## src/rtl/retry_pkg.sv

```systemverilog
// Shared types and default sizing for the retry-source stage.
//   id_t         : transfer ID as carried on id_o / retry_id_i / release_id_i.
//   retry_cnt_t  : per-ID re-issue counter, wide enough to hold DefMaxRetries.
//   entry_t      : one ID-table entry {busy, retry_cnt}.
// The Def* localparams are the default sizes used by the interface and the
// top-level module parameters.
package retry_pkg;

    localparam int unsigned DefDataWidth      = 16;
    localparam int unsigned DefIDSize         = 4;
    localparam int unsigned DefMaxRetries     = 3;
    localparam int unsigned DefRetryFifoDepth = 4;

    typedef logic [DefIDSize-1:0]                  id_t;
    typedef logic [$clog2(DefMaxRetries+1)-1:0]    retry_cnt_t;

    typedef struct packed {
        logic       busy;
        retry_cnt_t retry_cnt;
    } entry_t;

endpackage

```

## src/rtl/retry_start_bounded_if.sv

```systemverilog
// Handshake bundle of the retry-source stage.
//   upstream   : data_i, valid_i, ready_o
//   downstream : data_o, id_o, valid_o, ready_i
//   retry      : retry_id_i, retry_valid_i, retry_ready_o
//   release    : release_id_i, release_valid_i (no ready, always accepted)
//   status     : fail_id_o, fail_valid_o, inflight_o
// Modport slave is the stage itself; master is whoever drives it.
interface retry_start_bounded_if
    import retry_pkg::*;
#(
    parameter int unsigned DataWidth = DefDataWidth,
    parameter int unsigned IDSize    = DefIDSize
);

    logic [DataWidth-1:0] data_i;
    logic                 valid_i;
    logic                 ready_o;

    logic [DataWidth-1:0] data_o;
    logic [IDSize-1:0]    id_o;
    logic                 valid_o;
    logic                 ready_i;

    logic [IDSize-1:0]    retry_id_i;
    logic                 retry_valid_i;
    logic                 retry_ready_o;

    logic [IDSize-1:0]    release_id_i;
    logic                 release_valid_i;

    logic [IDSize-1:0]    fail_id_o;
    logic                 fail_valid_o;
    logic [IDSize:0]      inflight_o;

    modport slave (
        input  data_i, valid_i, ready_i,
        input  retry_id_i, retry_valid_i,
        input  release_id_i, release_valid_i,
        output ready_o, data_o, id_o, valid_o,
        output retry_ready_o, fail_id_o, fail_valid_o, inflight_o
    );

    modport master (
        output data_i, valid_i, ready_i,
        output retry_id_i, retry_valid_i,
        output release_id_i, release_valid_i,
        input  ready_o, data_o, id_o, valid_o,
        input  retry_ready_o, fail_id_o, fail_valid_o, inflight_o
    );

endinterface

```

## src/rtl/fifo_v3.sv

```systemverilog
// Common synchronous FIFO (show-ahead: data_o is the head while !empty_o).
//   clk_i, rst_ni : clock, asynchronous active-low reset
//   flush_i       : synchronous clear of all entries
//   full_o/empty_o: occupancy flags
//   data_i/push_i : write port; a push while full is accepted only together
//                   with a pop in the same cycle
//   data_o/pop_i  : read port; pop on empty is ignored
module fifo_v3 #(
    parameter int unsigned DATA_WIDTH = 4,
    parameter int unsigned DEPTH      = 4
) (
    input  logic                  clk_i,
    input  logic                  rst_ni,
    input  logic                  flush_i,
    output logic                  full_o,
    output logic                  empty_o,
    input  logic [DATA_WIDTH-1:0] data_i,
    input  logic                  push_i,
    output logic [DATA_WIDTH-1:0] data_o,
    input  logic                  pop_i
);

    localparam int unsigned AddrW = (DEPTH > 1) ? $clog2(DEPTH) : 1;
    localparam int unsigned CntW  = $clog2(DEPTH + 1);

    logic [DATA_WIDTH-1:0] mem_q [DEPTH];
    logic [AddrW-1:0]      rd_ptr_q, rd_ptr_d;
    logic [AddrW-1:0]      wr_ptr_q, wr_ptr_d;
    logic [CntW-1:0]       cnt_q, cnt_d;
    logic                  do_push, do_pop;

    assign full_o  = (cnt_q == CntW'(DEPTH));
    assign empty_o = (cnt_q == '0);
    assign data_o  = mem_q[rd_ptr_q];

    assign do_pop  = pop_i && !empty_o;
    assign do_push = push_i && (!full_o || do_pop);

    always_comb begin
        rd_ptr_d = rd_ptr_q;
        wr_ptr_d = wr_ptr_q;
        cnt_d    = cnt_q;
        if (do_pop) begin
            rd_ptr_d = (rd_ptr_q == AddrW'(DEPTH - 1)) ? '0 : rd_ptr_q + 1'b1;
        end
        if (do_push) begin
            wr_ptr_d = (wr_ptr_q == AddrW'(DEPTH - 1)) ? '0 : wr_ptr_q + 1'b1;
        end
        if (do_push && !do_pop) begin
            cnt_d = cnt_q + 1'b1;
        end else if (do_pop && !do_push) begin
            cnt_d = cnt_q - 1'b1;
        end
        if (flush_i) begin
            rd_ptr_d = '0;
            wr_ptr_d = '0;
            cnt_d    = '0;
        end
    end

    always_ff @(posedge clk_i or negedge rst_ni) begin
        if (!rst_ni) begin
            rd_ptr_q <= '0;
            wr_ptr_q <= '0;
            cnt_q    <= '0;
        end else begin
            rd_ptr_q <= rd_ptr_d;
            wr_ptr_q <= wr_ptr_d;
            cnt_q    <= cnt_d;
        end
    end

    always_ff @(posedge clk_i) begin
        if (do_push) begin
            mem_q[wr_ptr_q] <= data_i;
        end
    end

endmodule

```

## src/rtl/retry_start_bounded.sv

```systemverilog
// Retry-source stage for time-redundant pipelines.
// Each accepted upstream transfer gets the next ID in strict order and its
// payload is held in an ID-indexed table until released. Retry requests are
// queued in a small FIFO and re-issue the stored payload under the same ID,
// up to MaxRetries times; one more retry frees the entry and pulses fail_*.
//   clk_i : clock
//   rst_i : asynchronous active-high reset
//   bus   : retry_start_bounded_if.slave (upstream, downstream, retry,
//           release and status signals)
module retry_start_bounded
    import retry_pkg::*;
#(
    parameter int unsigned DataWidth      = DefDataWidth,
    parameter int unsigned IDSize         = DefIDSize,
    parameter int unsigned MaxRetries     = DefMaxRetries,
    parameter int unsigned RetryFifoDepth = DefRetryFifoDepth
) (
    input  logic                  clk_i,
    input  logic                  rst_i,
    retry_start_bounded_if.slave  bus
);

    localparam int unsigned Entries = 2 ** IDSize;
    localparam int unsigned CntW    = $clog2(MaxRetries + 1);
    localparam int unsigned InfW    = IDSize + 1;

    typedef logic [IDSize-1:0]    id_lt;
    typedef logic [CntW-1:0]      cnt_lt;
    typedef logic [DataWidth-1:0] data_lt;

    // ID table
    logic [Entries-1:0] busy_q, busy_d;
    cnt_lt              cnt_q [Entries];
    cnt_lt              cnt_d [Entries];
    data_lt             tbl_q [Entries];
    id_lt               next_id_q, next_id_d;
    logic [InfW-1:0]    inflight_q, inflight_d;

    // Output stage and failure pulse
    logic   out_valid_q, out_valid_d;
    data_lt out_data_q, out_data_d;
    id_lt   out_id_q, out_id_d;
    logic   fail_valid_q;
    id_lt   fail_id_q;

    // Retry FIFO
    logic fifo_full, fifo_empty;
    id_lt head_id;
    logic rst_n;

    logic stage_can_load, pop, push, alloc;
    logic rel_hit, head_live, head_exhausted, reissue, fail;

    assign rst_n = ~rst_i;

    fifo_v3 #(
        .DATA_WIDTH (IDSize),
        .DEPTH      (RetryFifoDepth)
    ) i_retry_fifo (
        .clk_i   (clk_i),
        .rst_ni  (rst_n),
        .flush_i (1'b0),
        .full_o  (fifo_full),
        .empty_o (fifo_empty),
        .data_i  (bus.retry_id_i),
        .push_i  (push),
        .data_o  (head_id),
        .pop_i   (pop)
    );

    assign stage_can_load = !out_valid_q || bus.ready_i;

    // Retries own the output stage whenever one is pending.
    assign pop = !rst_i && stage_can_load && !fifo_empty;

    // A release in the same cycle as a pop of that ID makes the pop stale.
    assign rel_hit   = bus.release_valid_i && busy_q[bus.release_id_i];
    assign head_live = busy_q[head_id] &&
                       !(rel_hit && (bus.release_id_i == head_id));

    assign head_exhausted = (cnt_q[head_id] >= cnt_lt'(MaxRetries));
    assign reissue        = pop && head_live && !head_exhausted;
    assign fail           = pop && head_live && head_exhausted;

    assign bus.ready_o = !rst_i && stage_can_load && fifo_empty && !busy_q[next_id_q];
    assign alloc       = bus.valid_i && bus.ready_o;

    // A full FIFO still takes a push when the head leaves in the same cycle.
    assign bus.retry_ready_o = !rst_i && (!fifo_full || pop);
    assign push              = bus.retry_valid_i && bus.retry_ready_o;

    always_comb begin
        busy_d     = busy_q;
        cnt_d      = cnt_q;
        next_id_d  = next_id_q;
        inflight_d = inflight_q;

        if (rel_hit) begin
            busy_d[bus.release_id_i] = 1'b0;
            cnt_d[bus.release_id_i]  = '0;
        end
        if (fail) begin
            busy_d[head_id] = 1'b0;
            cnt_d[head_id]  = '0;
        end
        if (reissue) begin
            cnt_d[head_id] = cnt_q[head_id] + 1'b1;
        end
        // alloc needs an empty FIFO, so it never coincides with a pop.
        if (alloc) begin
            busy_d[next_id_q] = 1'b1;
            cnt_d[next_id_q]  = '0;
            next_id_d         = next_id_q + 1'b1;
        end

        inflight_d = inflight_q + InfW'(alloc) - InfW'(rel_hit) - InfW'(fail);
    end

    always_comb begin
        out_valid_d = out_valid_q;
        out_data_d  = out_data_q;
        out_id_d    = out_id_q;
        if (alloc) begin
            out_valid_d = 1'b1;
            out_data_d  = bus.data_i;
            out_id_d    = next_id_q;
        end else if (reissue) begin
            out_valid_d = 1'b1;
            out_data_d  = tbl_q[head_id];
            out_id_d    = head_id;
        end else if (stage_can_load) begin
            out_valid_d = 1'b0;
        end
    end

    always_ff @(posedge clk_i or posedge rst_i) begin
        if (rst_i) begin
            busy_q       <= '0;
            cnt_q        <= '{default: '0};
            next_id_q    <= '0;
            inflight_q   <= '0;
            out_valid_q  <= 1'b0;
            fail_valid_q <= 1'b0;
        end else begin
            busy_q       <= busy_d;
            cnt_q        <= cnt_d;
            next_id_q    <= next_id_d;
            inflight_q   <= inflight_d;
            out_valid_q  <= out_valid_d;
            fail_valid_q <= fail;
        end
    end

    // Payload storage needs no reset: it is only read for busy entries.
    always_ff @(posedge clk_i) begin
        if (alloc) begin
            tbl_q[next_id_q] <= bus.data_i;
        end
        out_data_q <= out_data_d;
        out_id_q   <= out_id_d;
        fail_id_q  <= head_id;
    end

    assign bus.data_o       = out_data_q;
    assign bus.id_o         = out_id_q;
    assign bus.valid_o      = out_valid_q;
    assign bus.fail_valid_o = fail_valid_q;
    assign bus.fail_id_o    = fail_id_q;
    assign bus.inflight_o   = inflight_q;

endmodule
```

## src/flat_wrapper.sv

```systemverilog
// flat-port wrapper written by rule: the top's interface ports become plain ports
module retry_start_bounded_flat import retry_pkg::*;
#(
    parameter int unsigned DataWidth      = DefDataWidth,
    parameter int unsigned IDSize         = DefIDSize,
    parameter int unsigned MaxRetries     = DefMaxRetries,
    parameter int unsigned RetryFifoDepth = DefRetryFifoDepth
)
  (clk_i, rst_i, bus_data_i, bus_valid_i, bus_ready_i, bus_retry_id_i, bus_retry_valid_i, bus_release_id_i, bus_release_valid_i, bus_ready_o, bus_data_o, bus_id_o, bus_valid_o, bus_retry_ready_o, bus_fail_id_o, bus_fail_valid_o, bus_inflight_o);
  retry_start_bounded_if #(.DataWidth(DataWidth), .IDSize(IDSize)) bus_i ();
  input  logic clk_i;
  input  logic rst_i;
  input wire logic [$bits(bus_i.data_i)-1:0] bus_data_i;
  input wire logic [$bits(bus_i.valid_i)-1:0] bus_valid_i;
  input wire logic [$bits(bus_i.ready_i)-1:0] bus_ready_i;
  input wire logic [$bits(bus_i.retry_id_i)-1:0] bus_retry_id_i;
  input wire logic [$bits(bus_i.retry_valid_i)-1:0] bus_retry_valid_i;
  input wire logic [$bits(bus_i.release_id_i)-1:0] bus_release_id_i;
  input wire logic [$bits(bus_i.release_valid_i)-1:0] bus_release_valid_i;
  output wire logic [$bits(bus_i.ready_o)-1:0] bus_ready_o;
  output wire logic [$bits(bus_i.data_o)-1:0] bus_data_o;
  output wire logic [$bits(bus_i.id_o)-1:0] bus_id_o;
  output wire logic [$bits(bus_i.valid_o)-1:0] bus_valid_o;
  output wire logic [$bits(bus_i.retry_ready_o)-1:0] bus_retry_ready_o;
  output wire logic [$bits(bus_i.fail_id_o)-1:0] bus_fail_id_o;
  output wire logic [$bits(bus_i.fail_valid_o)-1:0] bus_fail_valid_o;
  output wire logic [$bits(bus_i.inflight_o)-1:0] bus_inflight_o;
  assign bus_i.data_i = bus_data_i;
  assign bus_i.valid_i = bus_valid_i;
  assign bus_i.ready_i = bus_ready_i;
  assign bus_i.retry_id_i = bus_retry_id_i;
  assign bus_i.retry_valid_i = bus_retry_valid_i;
  assign bus_i.release_id_i = bus_release_id_i;
  assign bus_i.release_valid_i = bus_release_valid_i;
  assign bus_ready_o = bus_i.ready_o;
  assign bus_data_o = bus_i.data_o;
  assign bus_id_o = bus_i.id_o;
  assign bus_valid_o = bus_i.valid_o;
  assign bus_retry_ready_o = bus_i.retry_ready_o;
  assign bus_fail_id_o = bus_i.fail_id_o;
  assign bus_fail_valid_o = bus_i.fail_valid_o;
  assign bus_inflight_o = bus_i.inflight_o;
  retry_start_bounded #(.DataWidth(DataWidth), .IDSize(IDSize), .MaxRetries(MaxRetries), .RetryFifoDepth(RetryFifoDepth)) u_core (.clk_i(clk_i), .rst_i(rst_i), .bus(bus_i));
endmodule
```

## config.mk

```make
export PLATFORM = sky130hd
export DESIGN_NAME = retry_start_bounded_flat
export DESIGN_NICKNAME = d
export VERILOG_FILES = /design/src/rtl/retry_pkg.sv /design/src/rtl/retry_start_bounded_if.sv /design/src/rtl/fifo_v3.sv /design/src/rtl/retry_start_bounded.sv /design/src/flat_wrapper.sv
export SDC_FILE = /design/constraint.sdc
export NUM_CORES = 1
export LEC_CHECK = 0
export CAP_MARGIN = 30
export CELL_PAD_IN_SITES_DETAIL_PLACEMENT = 0
export CELL_PAD_IN_SITES_GLOBAL_PLACEMENT = 1
export CORE_MARGIN = 3
export CORE_UTILIZATION = 30
export CTS_BUF_LIST = sky130_fd_sc_hd__clkbuf_8
export CTS_CLUSTER_DIAMETER = 40
export DETAILED_ROUTE_END_ITERATION = 16
export GPL_TIMING_DRIVEN = 1
export PLACE_DENSITY_LB_ADDON = 0.12
export REMOVE_ABC_BUFFERS = 1
export SETUP_SLACK_MARGIN = 0.15
export SKIP_LAST_GASP = 1
export SLEW_MARGIN = 30
export SYNTH_ARGS = -nofsm -noshare
export SYNTH_HDL_FRONTEND = slang
export SYNTH_HIERARCHICAL = 1
export SYNTH_SLANG_ARGS = --single-unit
```

## constraint.sdc

```tcl
create_clock -name clk_i -period 5.1 [get_ports clk_i]
set_clock_uncertainty 0.1 [all_clocks]
set_input_delay 1.02 -clock clk_i [delete_from_list [all_inputs] [get_ports clk_i]]
set_output_delay 1.02 -clock clk_i [all_outputs]
set_load 0.01 [all_outputs]
```

Word-level counts from Yosys, hierarchy flattened. Memories as Yosys holds them, arrays and structs flattened. Index checks and enable logic that the tools add are counted.

Eq/ne operators: 4. Reductions and logical operators: 39. Mux-type cells: 44. Bitwise logic cells: 14. Add/sub/neg operators: 9. Magnitude comparators: 13.

Operators with widths (number): 2-to-1 mux 32 bit (4); AND 32 bit (3); inverter 32 bit (3); 2-to-1 mux 16 bit (5); AND 16 bit (2); bitwise mux 32 bit (1); inverter 16 bit (2); demux 2 bit (select 4 bit) (3); logical AND 1 bit (23); bitwise OR 16 bit (1); >= comparator 5 bit (second input constant) (3); < comparator 4 x 5 -> 1 bit (second input constant) (3); < comparator 5 x 1 -> 1 bit (second input constant) (3); inverter 4 -> 5 bit (3); 2-to-1 mux 2 bit (7); 2-to-1 mux 1 bit (13); binary-select mux 1 bit (select 4 bit) (3); demux 1 bit (select 4 bit) (3); >= comparator 4 x 1 -> 1 bit (second input constant) (3); subtractor 5 x 1 -> 5 bit (2); logical NOT 1 bit (9); binary-select mux 2 bit (select 4 bit) (1); 2-to-1 mux 4 bit (2); adder 2 x 1 -> 2 bit (second input constant) (3); other kinds (13) (18).

Register bits after elaboration: 90. Memories kept: 2. Output and inout port bits: 33. Logic and storage cells: 152. Input port bits: 30. Bits in writable memories: 272.

Memory list: u_core.tbl_q (depth 16, bits a word 16, rd ports 1, clocked after Yosys merged registers in 0, write ports 1, RTL line retry_start_bounded.sv:35) `data_lt tbl_q [Entries];`; u_core.i_retry_fifo.mem_q (depth 4, bits a word 4, rd ports 1, clocked after Yosys merged registers in 0, write ports 1, RTL line fifo_v3.sv:26) `logic [DATA_WIDTH-1:0] mem_q [DEPTH];`.

Depth between registers and ports, before layout. Gate-level depths: netlist (run 1).

Depth after elaboration: 14. Gate-level depth with buffers: 18. Mapped depth without buffers: 15.

By module. Netlist (run 1), hierarchy kept.

Modules (own cells, without submodules): retry_start_bounded (cells an instance 855, area an instance 14715.4 um^2, sequential area each 9844.4 um^2, instances 1); fifo_v3 (cells an instance 68, area an instance 1057.3 um^2, sequential area each 655.6 um^2, instances 1).

Worst setup path after synthesis (run 1). OpenSTA, ideal clock, no wires.

Kind: flip-flop to flip-flop. From: register u_core.i_retry_fifo.rd_ptr_q[0]. To: register u_core.inflight_q[2] (netlist: u_core/bus.inflight_o[2]). Arrival time: 4.455 ns. Path buffers: 3. Clock period less this slack: 4.619 ns. Data required time: 4.936 ns. Path slack: 0.481 ns. Setup time: 0.064 ns. Cell stages (with the launch flop): 16. Cell sequence: dfrtp_1 > clkbuf_1 > mux4_2 > buf_6 > inv_2 > buf_1 > mux4_2 > ha_1 > inv_1 > a211o_4 > fa_1 > ha_1 > ha_1 > inv_1 > fa_1 > inv_1.

Cells in the longest elaborated chain, start to end: 8. Elaborated cells between the ends (all ways): 15. Classes of those cells: add/sub: 1; order compare: 1; eq/ne: 1; mux: 5; bitwise: 1; reduce/logical: 5; memory: 1.

Ends and longest elaborated chain: start: declaration (RTL line fifo_v3.sv:27) `logic [AddrW-1:0] rd_ptr_q, rd_ptr_d;`; start signal: assignment (RTL line fifo_v3.sv:67) `rd_ptr_q <= rd_ptr_d;`; memory read (4 x 4 bit) *; named net u_core.head_id[3] (RTL line retry_start_bounded.sv:48) `id_lt head_id;`; inverter 4 -> 5 bit (implied by the code) or equality test 4 bit (tied branches) (RTL line retry_start_bounded.sv:81, retry_start_bounded.sv:79); binary-select mux 2 bit (select 4 bit) or logical AND 1 bit (tied branches) (RTL line retry_start_bounded.sv:81, retry_start_bounded.sv:79); 2-to-1 mux 2 bit (implied by the code) or logical NOT 1 bit (tied branches) (RTL line retry_start_bounded.sv:81, retry_start_bounded.sv:79); 2-to-1 mux 2 bit (implied by the code) or logical AND 1 bit (tied branches) (RTL line retry_start_bounded.sv:81, retry_start_bounded.sv:78); >= comparator 2 bit or logical AND 1 bit (tied branches) (RTL line retry_start_bounded.sv:81, retry_start_bounded.sv:83); logical AND 1 bit * (RTL line retry_start_bounded.sv:83) `assign fail = pop && head_live && head_exhausted;`; subtractor 5 x 1 -> 5 bit * (RTL line retry_start_bounded.sv:116) `inflight_d = inflight_q + InfW'(alloc) - InfW'(rel_hit) - InfW'(fail);`; named net u_core.inflight_d[2] (RTL line retry_start_bounded.sv:37) `logic [InfW-1:0] inflight_q, inflight_d;`; end signal: assignment (RTL line retry_start_bounded.sv:148) `inflight_q <= inflight_d;`; end: declaration (RTL line retry_start_bounded.sv:37).

The timed path passes the listed nets; every way through them passes the cells marked *. The select of a mux whose other input is x is not followed. A chain may end at the register's enable or synchronous reset.

Worst setup path in the final report (run 1). Ends and elaborated chain as after synthesis.

==> impl_metrics.env, run 1 <==
export IMPL_status="finished, final reports clean"
export IMPL_grt_max_degree=67
export IMPL_post_cts_setup_buffer_count=0
export IMPL_nets=1109
export IMPL_synthFlopType="edfxtp_1"
export IMPL_cts_made_buffers=75
export IMPL_synth_distinct_cells=68
export IMPL_synthSimpleGateAreaFrac_pct=6.01
export IMPL_clkLatencyLatePin_ps=630
export IMPL_tritoncts="built"
export IMPL_busiest_layer="met2"
export IMPL_cts_sinks=362
export IMPL_drt_iter0_markers=704
export IMPL_use_met1_pct=23.0
export IMPL_cp_max_fo=26
export IMPL_max_freq_mhz=217
export IMPL_post_place_ws_ps=322
export IMPL_syn_to_final_growth_pct=21.0
export IMPL_yosys_mux_area_fraction_pct=18.9
export IMPL_hold_viol=0
export IMPL_wl_per_cell_um=26.2
export IMPL_die_area_um2=55400
export IMPL_cts_buffer_depth=3
export IMPL_routed_via_density=5.07
export IMPL_io_pins=63
export IMPL_synth_edf_count=292
export IMPL_drive_gt1_share_pct=26.8
export IMPL_grt_pass1_wl_um=68600
export IMPL_drt_wl_total_um=47100
export IMPL_setup_violations=0
export IMPL_end_kind="flop"
export IMPL_post_route_period_util_pct=90.5
export IMPL_yosys_warnings=6
export IMPL_met2_usage_pct=27.7
export IMPL_hold_path_class="flop to flop"
export IMPL_placed_cells=1663
export IMPL_ctsRootBufferMaster="clkbuf_8"
export IMPL_synth_seq_cells=362
export IMPL_antenna_found_initial=1
export IMPL_drc=0
export IMPL_p_leak_nw=6.90
export IMPL_synth_area_um2=15800
export IMPL_synth_compound_gate_area_share_pct=3.93
export IMPL_required_ps=5520
export IMPL_min_period_ps=4610
export IMPL_cts_clk_slew_worst_paths_ps=50
export IMPL_routed_via_count=9129
export IMPL_worstMarginPinSlew_ps=904
export IMPL_rows=83
export IMPL_synth_top_family_by_area="multiplexers"
export IMPL_max_slew_margin_pct=39.7
export IMPL_die_x_um=235
export IMPL_gp_congestion=0.847
export IMPL_cts_htree_levels=3
export IMPL_synthAdderAreaFrac_pct=1.65
export IMPL_layoutNonFillerInstCount=1800
export IMPL_yosysSeqAreaShare_pct=66.6
export IMPL_final_util_pct=37.0
export IMPL_ant_nets=0
export IMPL_hpwl_um=29200
export IMPL_port_buffers=62
export IMPL_grt_util_all_layers_pct=17.0
export IMPL_cp_arrival_ps=5030
export IMPL_ir_drop_mv=0.233
export IMPL_rsz0062_at_grt="no"
export IMPL_async_reset_ff_share_pct=18.2
export IMPL_cp_start_kind="flop"
export IMPL_synth_avg_cell_area_um2=17.1
export IMPL_gr_total_overflow=0
export IMPL_drv_cap=0
export IMPL_synth_xor_xnor_area_share_pct=0.555
export IMPL_use_met3_pct=4.08
export IMPL_grt_pass1_vias=9634
export IMPL_core_um2=51600
export IMPL_layout_setup_ws_ps=486
export IMPL_start_util_pct=30.6
export IMPL_die_y_um=235
export IMPL_netlist_instances=923
export IMPL_hold_buffers=0
export IMPL_critPathKind="flop to flop"
export IMPL_report_final_slew_viol_count=0
export IMPL_power_density_nw_per_um2=524
export IMPL_cts_resized=0
export IMPL_power_total_mw=9.99
export IMPL_first_pass_iters=5
## area by class of cell
class	instances	area (µm²)
Clock inverter	57	549
Multi-Input combinational cell	472	4910
Fill cell	4825	32500
Inverter	40	151
Antenna cell	1	2.50
Timing Repair Buffer	109	1030
Tap cell	680	851
Clock buffer	79	1090
Sequential cell	362	10500
## report_power, final
group	switching [mW]	leakage, nW	total (mW)	internal [mW]
sequential	0.321	3.54	3.92	3.60
combinational	1.48	2.49	2.77	1.29
clock	1.34	0.871	3.30	1.97
## critical path, cell delays in order, from the launching register on
cell and delay [ps]:
dfrtp_1 520, mux4_4 950, mux4_2 440, o22ai_1 240, or3_4 460, a211o_4 370
fa_1 360, inv_1 60, ha_1 210, inv_1 60, ha_1 160, inv_1 50
fa_1 480, inv_1 40
## cells by family after synthesis
| kind of cell | count (synthesis) |
|---|---|
| flops | 362 |
| simple gates | 182 |
| mux | 172 |
| buf+inv | 89 |
| compound gates | 88 |
| fa+ha+maj | 19 |
| xor+xnor | 10 |
| other cells | 1 |
## cell usage in the layout (no fill, tap or decap), types with 5 or more instances in the layout
master / synthesis / routed
nand4_1: 5 / 5
nor2_1: 17 / 17
inv_1: 39 / 52
edfxtp_1: 292 / 292
o211ai_1: 7 / 7
nand3_1: 41 / 41
a31oi_1: 9 / 9
bufinv_16: 0 / 10
mux2_2: 24 / 24
nand2_1: 56 / 56
mux2i_1: 50 / 50
clkinv_1: 0 / 12
dfrtp_1: 66 / 66
o21ai_0: 15 / 15
a21oi_1: 17 / 17
clkdlybuf4s50_1: 0 / 62
mux4_2: 98 / 96
clkbuf_8: 0 / 79
clkinvlp_4: 0 / 6
buf_4: 2 / 41
nor2b_1: 9 / 9
nand2b_1: 5 / 5
clkinv_2: 0 / 11
nor4_1: 11 / 11
ha_1: 16 / 16
xnor2_1: 9 / 9
## final timing paths
kind / from / end / slack (ps) / cells after the start
setup / recovery: u_core/i_retry_fifo/rd_ptr_q[0]$_DFFE_PN0P_ / u_core/bus.inflight_o[2]$_DFF_PP0_ / 490 / 13
hold / removal: u_core/cnt_q[19]$_DFF_PP0_ / u_core/cnt_q[19]$_DFF_PP0_ / 450 / 2
setup reg to reg: u_core/i_retry_fifo/rd_ptr_q[0]$_DFFE_PN0P_ / u_core/bus.inflight_o[2]$_DFF_PP0_ / 490 / 13
hold reg to reg: u_core/cnt_q[19]$_DFF_PP0_ / u_core/cnt_q[19]$_DFF_PP0_ / 450 / 2
max in group asynchronous: rst_i / u_core/busy_q[7]$_DFF_PP0_ / 3130 / 3
min in group asynchronous: rst_i / u_core/bus.valid_o$_DFFE_PP0P_ / 860 / 2
## synth_stat cells, types with 7 or more instances
master	n	area share [%]
edfxtp_1	292	56
mux4_2	98	14
dfrtp_1	66	10
nand2_1	56	1.3
mux2i_1	50	3.2
nand3_1	41	1.3
inv_1	39	0.93
mux2_2	24	1.7
clkbuf_1	22	0.52
buf_2	21	0.67
a21oi_1	17	0.54
nor2_1	17	0.40
ha_1	16	1.3
o21ai_0	15	0.48
nor4_1	11	0.44
a31oi_1	9	0.36
nor2b_1	9	0.36
xnor2_1	9	0.50
o211ai_1	7	0.33
## layer usage
layer	wire, µm	up-vias
li1	-	3984
met2	22700	270
met1	21100	4808
met4	840	0
met3	2460	67
met5	0	-
## metrics by stage
step                      hold slack (ps)  setup TNS (ps)  area (µm²)
after detailed placement              440               0       17400
after floorplan                       404           -1420       15500
final                                 448               0       19100
after CTS                             453               0       19100
after global routing                  483               0       19100
after global placement                442               0       17400
## flip-flops by register name (all words and copies together) (netlist names)
name                          count
u_core/bus.data_o                16
u_core/bus.fail_id_o              4
u_core/bus.fail_valid_o           1
u_core/bus.id_o                   4
u_core/bus.inflight_o             5
u_core/bus.valid_o                1
u_core/busy_q                    16
u_core/cnt_q                     32
u_core/i_retry_fifo/cnt_q         3
u_core/i_retry_fifo/mem_q        16
u_core/i_retry_fifo/rd_ptr_q      2
u_core/i_retry_fifo/wr_ptr_q      2
u_core/next_id_q                  4
u_core/tbl_q                    256
Power figures use the tool's default switching activity.
==> run 2: changes to the inputs <==
--- a/config.mk
+++ b/config.mk
@@ -11,11 +11,9 @@
 export CORE_MARGIN = 3
 export CORE_UTILIZATION = 30
 export CTS_BUF_LIST = sky130_fd_sc_hd__clkbuf_8
-export CTS_CLUSTER_DIAMETER = 40
 export DETAILED_ROUTE_END_ITERATION = 16
 export GPL_TIMING_DRIVEN = 1
 export PLACE_DENSITY_LB_ADDON = 0.12
-export REMOVE_ABC_BUFFERS = 1
 export SETUP_SLACK_MARGIN = 0.15
 export SKIP_LAST_GASP = 1
 export SLEW_MARGIN = 30
==> run 2 against run 1 <==
Flip-flop and latch count is the same. Combinational power is essentially flat. Sequential share of layout area grew 1.4 points. Utilization shrank 0.92 points. Worst setup slack lost 61 ps. Non-clock buffer count shrank 3. Critical path depth grew 2. Global-route usage shrank 0.37 points. Final cell count shrank 1.4%. Fmax shrank 1.3%. Sequential power is essentially flat. Via count shrank 0.97%. Critical endpoint is now u_core/bus.inflight_o[3]$_DFF_PP0_.
==> impl_metrics.env, run 2 (synthesis gave the netlist of run 1 again) <==
export IMPL_layout_setup_ws_ps=425
export IMPL_grt_util_all_layers_pct=16.6
export IMPL_drt_iter0_markers=602
export IMPL_timing_critical_path_mode_cell="inv_1"
export IMPL_grt_pass1_wl_um=67800
export IMPL_final_util_pct=36.1
export IMPL_hold_viol=0
export IMPL_hold_worst_slack_ps=446
export IMPL_start_util_pct=30.6
export IMPL_routed_via_density=5.10
export IMPL_drv_cap=0
export IMPL_cp_arrival_ps=5100
export IMPL_cts_sinks=362
export IMPL_post_route_period_util_pct=91.7
export IMPL_cts_made_buffers=61
export IMPL_report_final_slew_viol_count=0
export IMPL_drt_wl_total_um=46200
export IMPL_p_clk_share_pct=27.6
export IMPL_path_delay_family="multiplexers"
export IMPL_antenna_found_initial=1
export IMPL_max_freq_mhz=214
export IMPL_critPathKind="flop to flop"
export IMPL_hold_buffers=0
export IMPL_cts_buffer_depth=3
export IMPL_core_um2=51600
export IMPL_seqCellArea_um2=10500
export IMPL_largest_reg_flops=256
export IMPL_final_common_cell="edfxtp_1"
export IMPL_drc=0
export IMPL_end_kind="flop"
export IMPL_max_slew_margin_pct=41.7
export IMPL_path_buf_inv=4
export IMPL_r2r_slack_ps=430
export IMPL_syn_to_final_growth_pct=18.0
export IMPL_power_density_nw_per_um2=494
export IMPL_hpwl_um=28900
export IMPL_fillers=4908
export IMPL_gr_total_overflow=0
export IMPL_grt_max_degree=40
export IMPL_die_area_um2=55400
export IMPL_tritoncts="built"
export IMPL_switching_power_mw=2.99
export IMPL_rows=83
export IMPL_ctsRootBufferMaster="clkbuf_8"
export IMPL_gp_congestion=0.830
export IMPL_seqPwrFrac_pct=42.7
export IMPL_first_pass_iters=5
export IMPL_min_period_ps=4670
export IMPL_port_buffers=62
export IMPL_drive_gt1_share_pct=24.1
export IMPL_die_x_um=235
export IMPL_setup_tns_ps=0
export IMPL_n_antenna_cell=0
export IMPL_cts_resized=0
export IMPL_wl_per_cell_um=26.0
export IMPL_cp_start_kind="flop"
export IMPL_hold_path_class="flop to flop"
export IMPL_status="finished, final reports clean"
export IMPL_mostFrequentLayoutCells="edfxtp_1, mux4_2, dfrtp_1"
export IMPL_grt_pass1_vias=9619
export IMPL_rsz0062_at_grt="no"
export IMPL_intPower_mw=6.20
export IMPL_cpPeakStageDelay_ps=950
export IMPL_largestRegisters="u_core/tbl_q x256, u_core/cnt_q x32"
export IMPL_critPathSlowestCell="mux4_4"
export IMPL_nets=1092
export IMPL_ant_nets=0
export IMPL_post_cts_setup_buffer_count=0
export IMPL_setup_violations=0
export IMPL_cts_clk_slew_worst_paths_ps=60
export IMPL_post_place_ws_ps=392
export IMPL_cp_max_fo=26
export IMPL_ir_drop_mv=0.216
export IMPL_required_ps=5530
export IMPL_largest_register="u_core/tbl_q"
export IMPL_io_pins=63
export IMPL_worstMarginPinSlew_ps=869
export IMPL_swShare_pct=32.6
export IMPL_p_leak_nw=6.69
export IMPL_routed_via_count=9040
export IMPL_die_y_um=235
export IMPL_clkLatencyLatePin_ps=650
export IMPL_crit_path_cell_trace="mux4_4, mux2i_1, mux4_2, mux2i_1, ha_1, inv_1, a211o_4, fa_1, inv_1, ha_1, inv_1, ha_1, inv_1, fa_1, xnor2_1"
export IMPL_syn_nets=972
export IMPL_multiInputGateArea_um2=4910
export IMPL_combPwrFrac_pct=29.8
export IMPL_cts_htree_levels=2
## run 2: worst reg2reg max path, cell delays in order, from the launching register on
cell     delay [ps]
dfrtp_1         530
mux4_4          960
mux2i_1         240
mux4_2          500
mux2i_1         180
ha_1            240
inv_1            90
a211o_4         310
fa_1            370
inv_1            60
ha_1            210
inv_1            60
ha_1            160
inv_1            50
fa_1            370
xnor2_1         130
## run 2: per-stage QoR
stage	cell area (µm²)	power, mW	instances
after CTS	18600	9.35	1774
after global routing	18600	9.71	1774
after detailed placement	17400	6.75	1660
final	18600	9.19	1774
after floorplan	15800	5.67	923
after global placement	17400	6.78	1660
## run 2: power by group through the flow
stage	registers, mW	logic [mW]	clock network (mW)
floorplan	3.85	1.82	0
global placement	3.99	2.78	0
detailed placement	3.97	2.77	0
CTS	3.92	2.78	2.65
global route	3.96	2.99	2.77
finish	3.92	2.74	2.53
## run 2: worst paths after layout
check,start,end,cells after the start
max,u_core/i_retry_fifo/rd_ptr_q[0]$_DFFE_PN0P_,u_core/bus.inflight_o[3]$_DFF_PP0_,15
min,u_core/cnt_q[10]$_DFF_PP0_,u_core/cnt_q[10]$_DFF_PP0_,2
max reg2reg,u_core/i_retry_fifo/rd_ptr_q[0]$_DFFE_PN0P_,u_core/bus.inflight_o[3]$_DFF_PP0_,15
min reg2reg,u_core/cnt_q[10]$_DFF_PP0_,u_core/cnt_q[10]$_DFF_PP0_,2
max in group asynchronous,rst_i,u_core/cnt_q[6]$_DFF_PP0_,3
min in group asynchronous,rst_i,u_core/i_retry_fifo/wr_ptr_q[0]$_DFFE_PN0P_,3
## run 2: area by class of cell
class                   instances  area share, %
clock buffers                  64           4.73
well taps                     680           4.57
clock inverters                50           1.62
inverters                      40          0.807
repair buffers                106           5.45
multi-input cells             472           26.4
flip-flops and latches        362           56.4
## run 2: routing by layer
metal / track usage [%] / routed length (µm) / vias up / share of wire, %
li1: - / - / 3925 / -
met1: 22.8 / 20300 / 4764 / 44
met2: 26.6 / 21900 / 267 / 47
met3: 3.03 / 2620 / 82 / 5.7
met4: 5.62 / 1290 / 2 / 2.8
met5: 0 / 7 / - / 0.015
==> run 3: changes to the inputs <==
--- a/config.mk
+++ b/config.mk
@@ -13,6 +13,7 @@
 export CTS_BUF_LIST = sky130_fd_sc_hd__clkbuf_8
 export DETAILED_ROUTE_END_ITERATION = 16
 export GPL_TIMING_DRIVEN = 1
+export MAX_ROUTING_LAYER = met4
 export PLACE_DENSITY_LB_ADDON = 0.12
 export SETUP_SLACK_MARGIN = 0.15
 export SKIP_LAST_GASP = 1
==> run 3 against run 2 <==
Final cell count about the same. Non-clock buffer count did not move. Utilization about the same. Largest cell class unchanged. Largest power group unchanged.
==> impl_metrics.env, run 3 (synthesis gave the netlist of run 1 again) <==
export IMPL_status="finished, final reports clean"
export IMPL_die_x_um=235
export IMPL_ctsRootBufferMaster="clkbuf_8"
export IMPL_hpwl_um=28900
export IMPL_rows=83
export IMPL_syn_nets=972
export IMPL_drc=0
export IMPL_placed_cells=1660
export IMPL_cp_arrival_ps=5110
export IMPL_routed_via_density=5.05
export IMPL_worstMarginPinSlew_ps=904
export IMPL_min_from="u_core/cnt_q[10]$_DFF_PP0_"
export IMPL_drt_iter0_markers=606
export IMPL_drv_cap=0
export IMPL_drt_wl_total_um=46100
export IMPL_power_total_mw=9.20
export IMPL_cts_sinks=362
export IMPL_ir_drop_mv=0.216
export IMPL_largest_register="u_core/tbl_q"
export IMPL_crit_path_cell_trace="mux4_4, mux2i_1, mux4_2, mux2i_1, ha_1, inv_1, a211o_4, fa_1, inv_1, ha_1, inv_1, ha_1, inv_1, fa_1, xnor2_1"
export IMPL_setup_tns_ps=0
export IMPL_r2r_end="u_core/bus.inflight_o[3]$_DFF_PP0_"
export IMPL_hold_end="u_core/cnt_q[10]$_DFF_PP0_"
export IMPL_final_common_cell="edfxtp_1"
export IMPL_first_pass_iters=5
export IMPL_port_buffers=62
export IMPL_clkLatencyLatePin_ps=660
export IMPL_wl_per_cell_um=26.0
export IMPL_layoutNonFillerInstCount=1775
export IMPL_largestRegisters="u_core/tbl_q x256, u_core/cnt_q x32"
export IMPL_final_util_pct=36.1
export IMPL_routed_via_count=8960
export IMPL_fillers=4907
export IMPL_min_period_ps=4680
export IMPL_syn_to_final_growth_pct=18.0
export IMPL_antenna_found_initial=1
export IMPL_tritoncts="built"
export IMPL_power_density_nw_per_um2=494
export IMPL_cts_buffer_depth=3
export IMPL_gr_total_overflow=0
export IMPL_critPathSlowestCell="mux4_4"
export IMPL_rsz0062_at_grt="no"
export IMPL_hold_viol=0
export IMPL_timing_critical_path_mode_cell="inv_1"
export IMPL_grt_pass1_vias=9593
export IMPL_cp_max_fo=26
export IMPL_start_util_pct=30.6
export IMPL_required_ps=5530
export IMPL_critPathKind="flop to flop"
export IMPL_grt_max_degree=40
export IMPL_cp_start_kind="flop"
export IMPL_mostFrequentLayoutCells="edfxtp_1, mux4_2, dfrtp_1"
export IMPL_die_area_um2=55400
export IMPL_setup_violations=0
export IMPL_report_final_slew_viol_count=0
export IMPL_post_cts_setup_buffer_count=0
export IMPL_cts_htree_levels=2
export IMPL_whs_path_depth=2
export IMPL_ant_nets=0
export IMPL_core_um2=51600
export IMPL_rr_startpoint="u_core/i_retry_fifo/rd_ptr_q[0]$_DFFE_PN0P_"
export IMPL_placed_area_um2=17400
export IMPL_drive_gt1_share_pct=24.1
export IMPL_io_pins=63
export IMPL_hold_path_class="flop to flop"
export IMPL_cts_resized=0
export IMPL_largest_reg_flops=256
export IMPL_cts_made_buffers=61
export IMPL_fin_area_um2=18600
export IMPL_end_kind="flop"
export IMPL_ff2ff_path_depth=15
export IMPL_cpPeakStageDelay_ps=950
export IMPL_max_freq_mhz=214
export IMPL_die_y_um=235
export IMPL_cts_clk_slew_worst_paths_ps=60
export IMPL_p_leak_nw=6.69
export IMPL_gp_congestion=0.843
export IMPL_grt_pass1_wl_um=67800
export IMPL_r2r_slack_ps=420
export IMPL_max_slew_margin_pct=39.4
export IMPL_post_route_period_util_pct=91.8
export IMPL_nets=1092
export IMPL_grt_util_all_layers_pct=17.1
export IMPL_hold_buffers=0
==> run 3: cell types whose count changed in the layout (fill, tap and decap cells not counted), sizes merged <==
cell	delta
diode	+1
==> run 3: metal layers <==
| metal | vias to the layer above | global-route usage [%] | routed length, µm |
|---|---|---|---|
| met5 | - | - | 0 |
| met4 | 0 | 5.66 | 1230 |
| met3 | 81 | 2.94 | 2470 |
| met2 | 273 | 26.6 | 21800 |
| met1 | 4683 | 22.9 | 20600 |
| li1 | 3923 | - | - |
==> run 3: worst max-delay path by stage <==
stage                                                     start                            endpoint  slack [ps]
floorplan           u_core/i_retry_fifo/rd_ptr_q[0]$_DFFE_PN0P_  u_core/bus.inflight_o[2]$_DFF_PP0_         480
global route        u_core/i_retry_fifo/rd_ptr_q[0]$_DFFE_PN0P_  u_core/bus.inflight_o[3]$_DFF_PP0_         160
finish              u_core/i_retry_fifo/rd_ptr_q[0]$_DFFE_PN0P_  u_core/bus.inflight_o[3]$_DFF_PP0_         420
CTS                 u_core/i_retry_fifo/rd_ptr_q[0]$_DFFE_PN0P_  u_core/bus.inflight_o[3]$_DFF_PP0_         430
global placement                            bus_release_id_i[1]  u_core/bus.inflight_o[2]$_DFF_PP0_         420
detailed placement                          bus_release_id_i[1]  u_core/bus.inflight_o[3]$_DFF_PP0_         390
==> run 3: layout make-up <==
class / instances / area [µm²] / area share (%)
Inverter: 40 / 150 / 0.807
Timing Repair Buffer: 106 / 1010 / 5.45
Multi-Input combinational cell: 472 / 4910 / 26.4
Tap cell: 680 / 851 / 4.57
Sequential cell: 362 / 10500 / 56.4
Antenna cell: 1 / 2.50 / 0.0134
Clock inverter: 50 / 302 / 1.62
Clock buffer: 64 / 881 / 4.73
==> run 3: critical path, delay by kind of cell, from the launching register on <==
kind            cells  cell delay [ps]
flops               1              530
compound gates      1              320
xor+xnor            1              130
mux                 4             1840
fa+ha+maj           5             1350
buf+inv             4              270
==> run 3: metrics by stage <==
step	hold WS, ps	setup slack (ps)
after floorplan	403	481
after global placement	442	420
after detailed placement	445	392
after CTS	454	430
after global routing	482	163
final	449	421
==> run 3: power breakdown <==
part | internal [mW] | total, mW | switching, mW
combinational | 1.28 | 2.74 | 1.46
clock | 1.32 | 2.54 | 1.22
sequential | 3.60 | 3.92 | 0.319
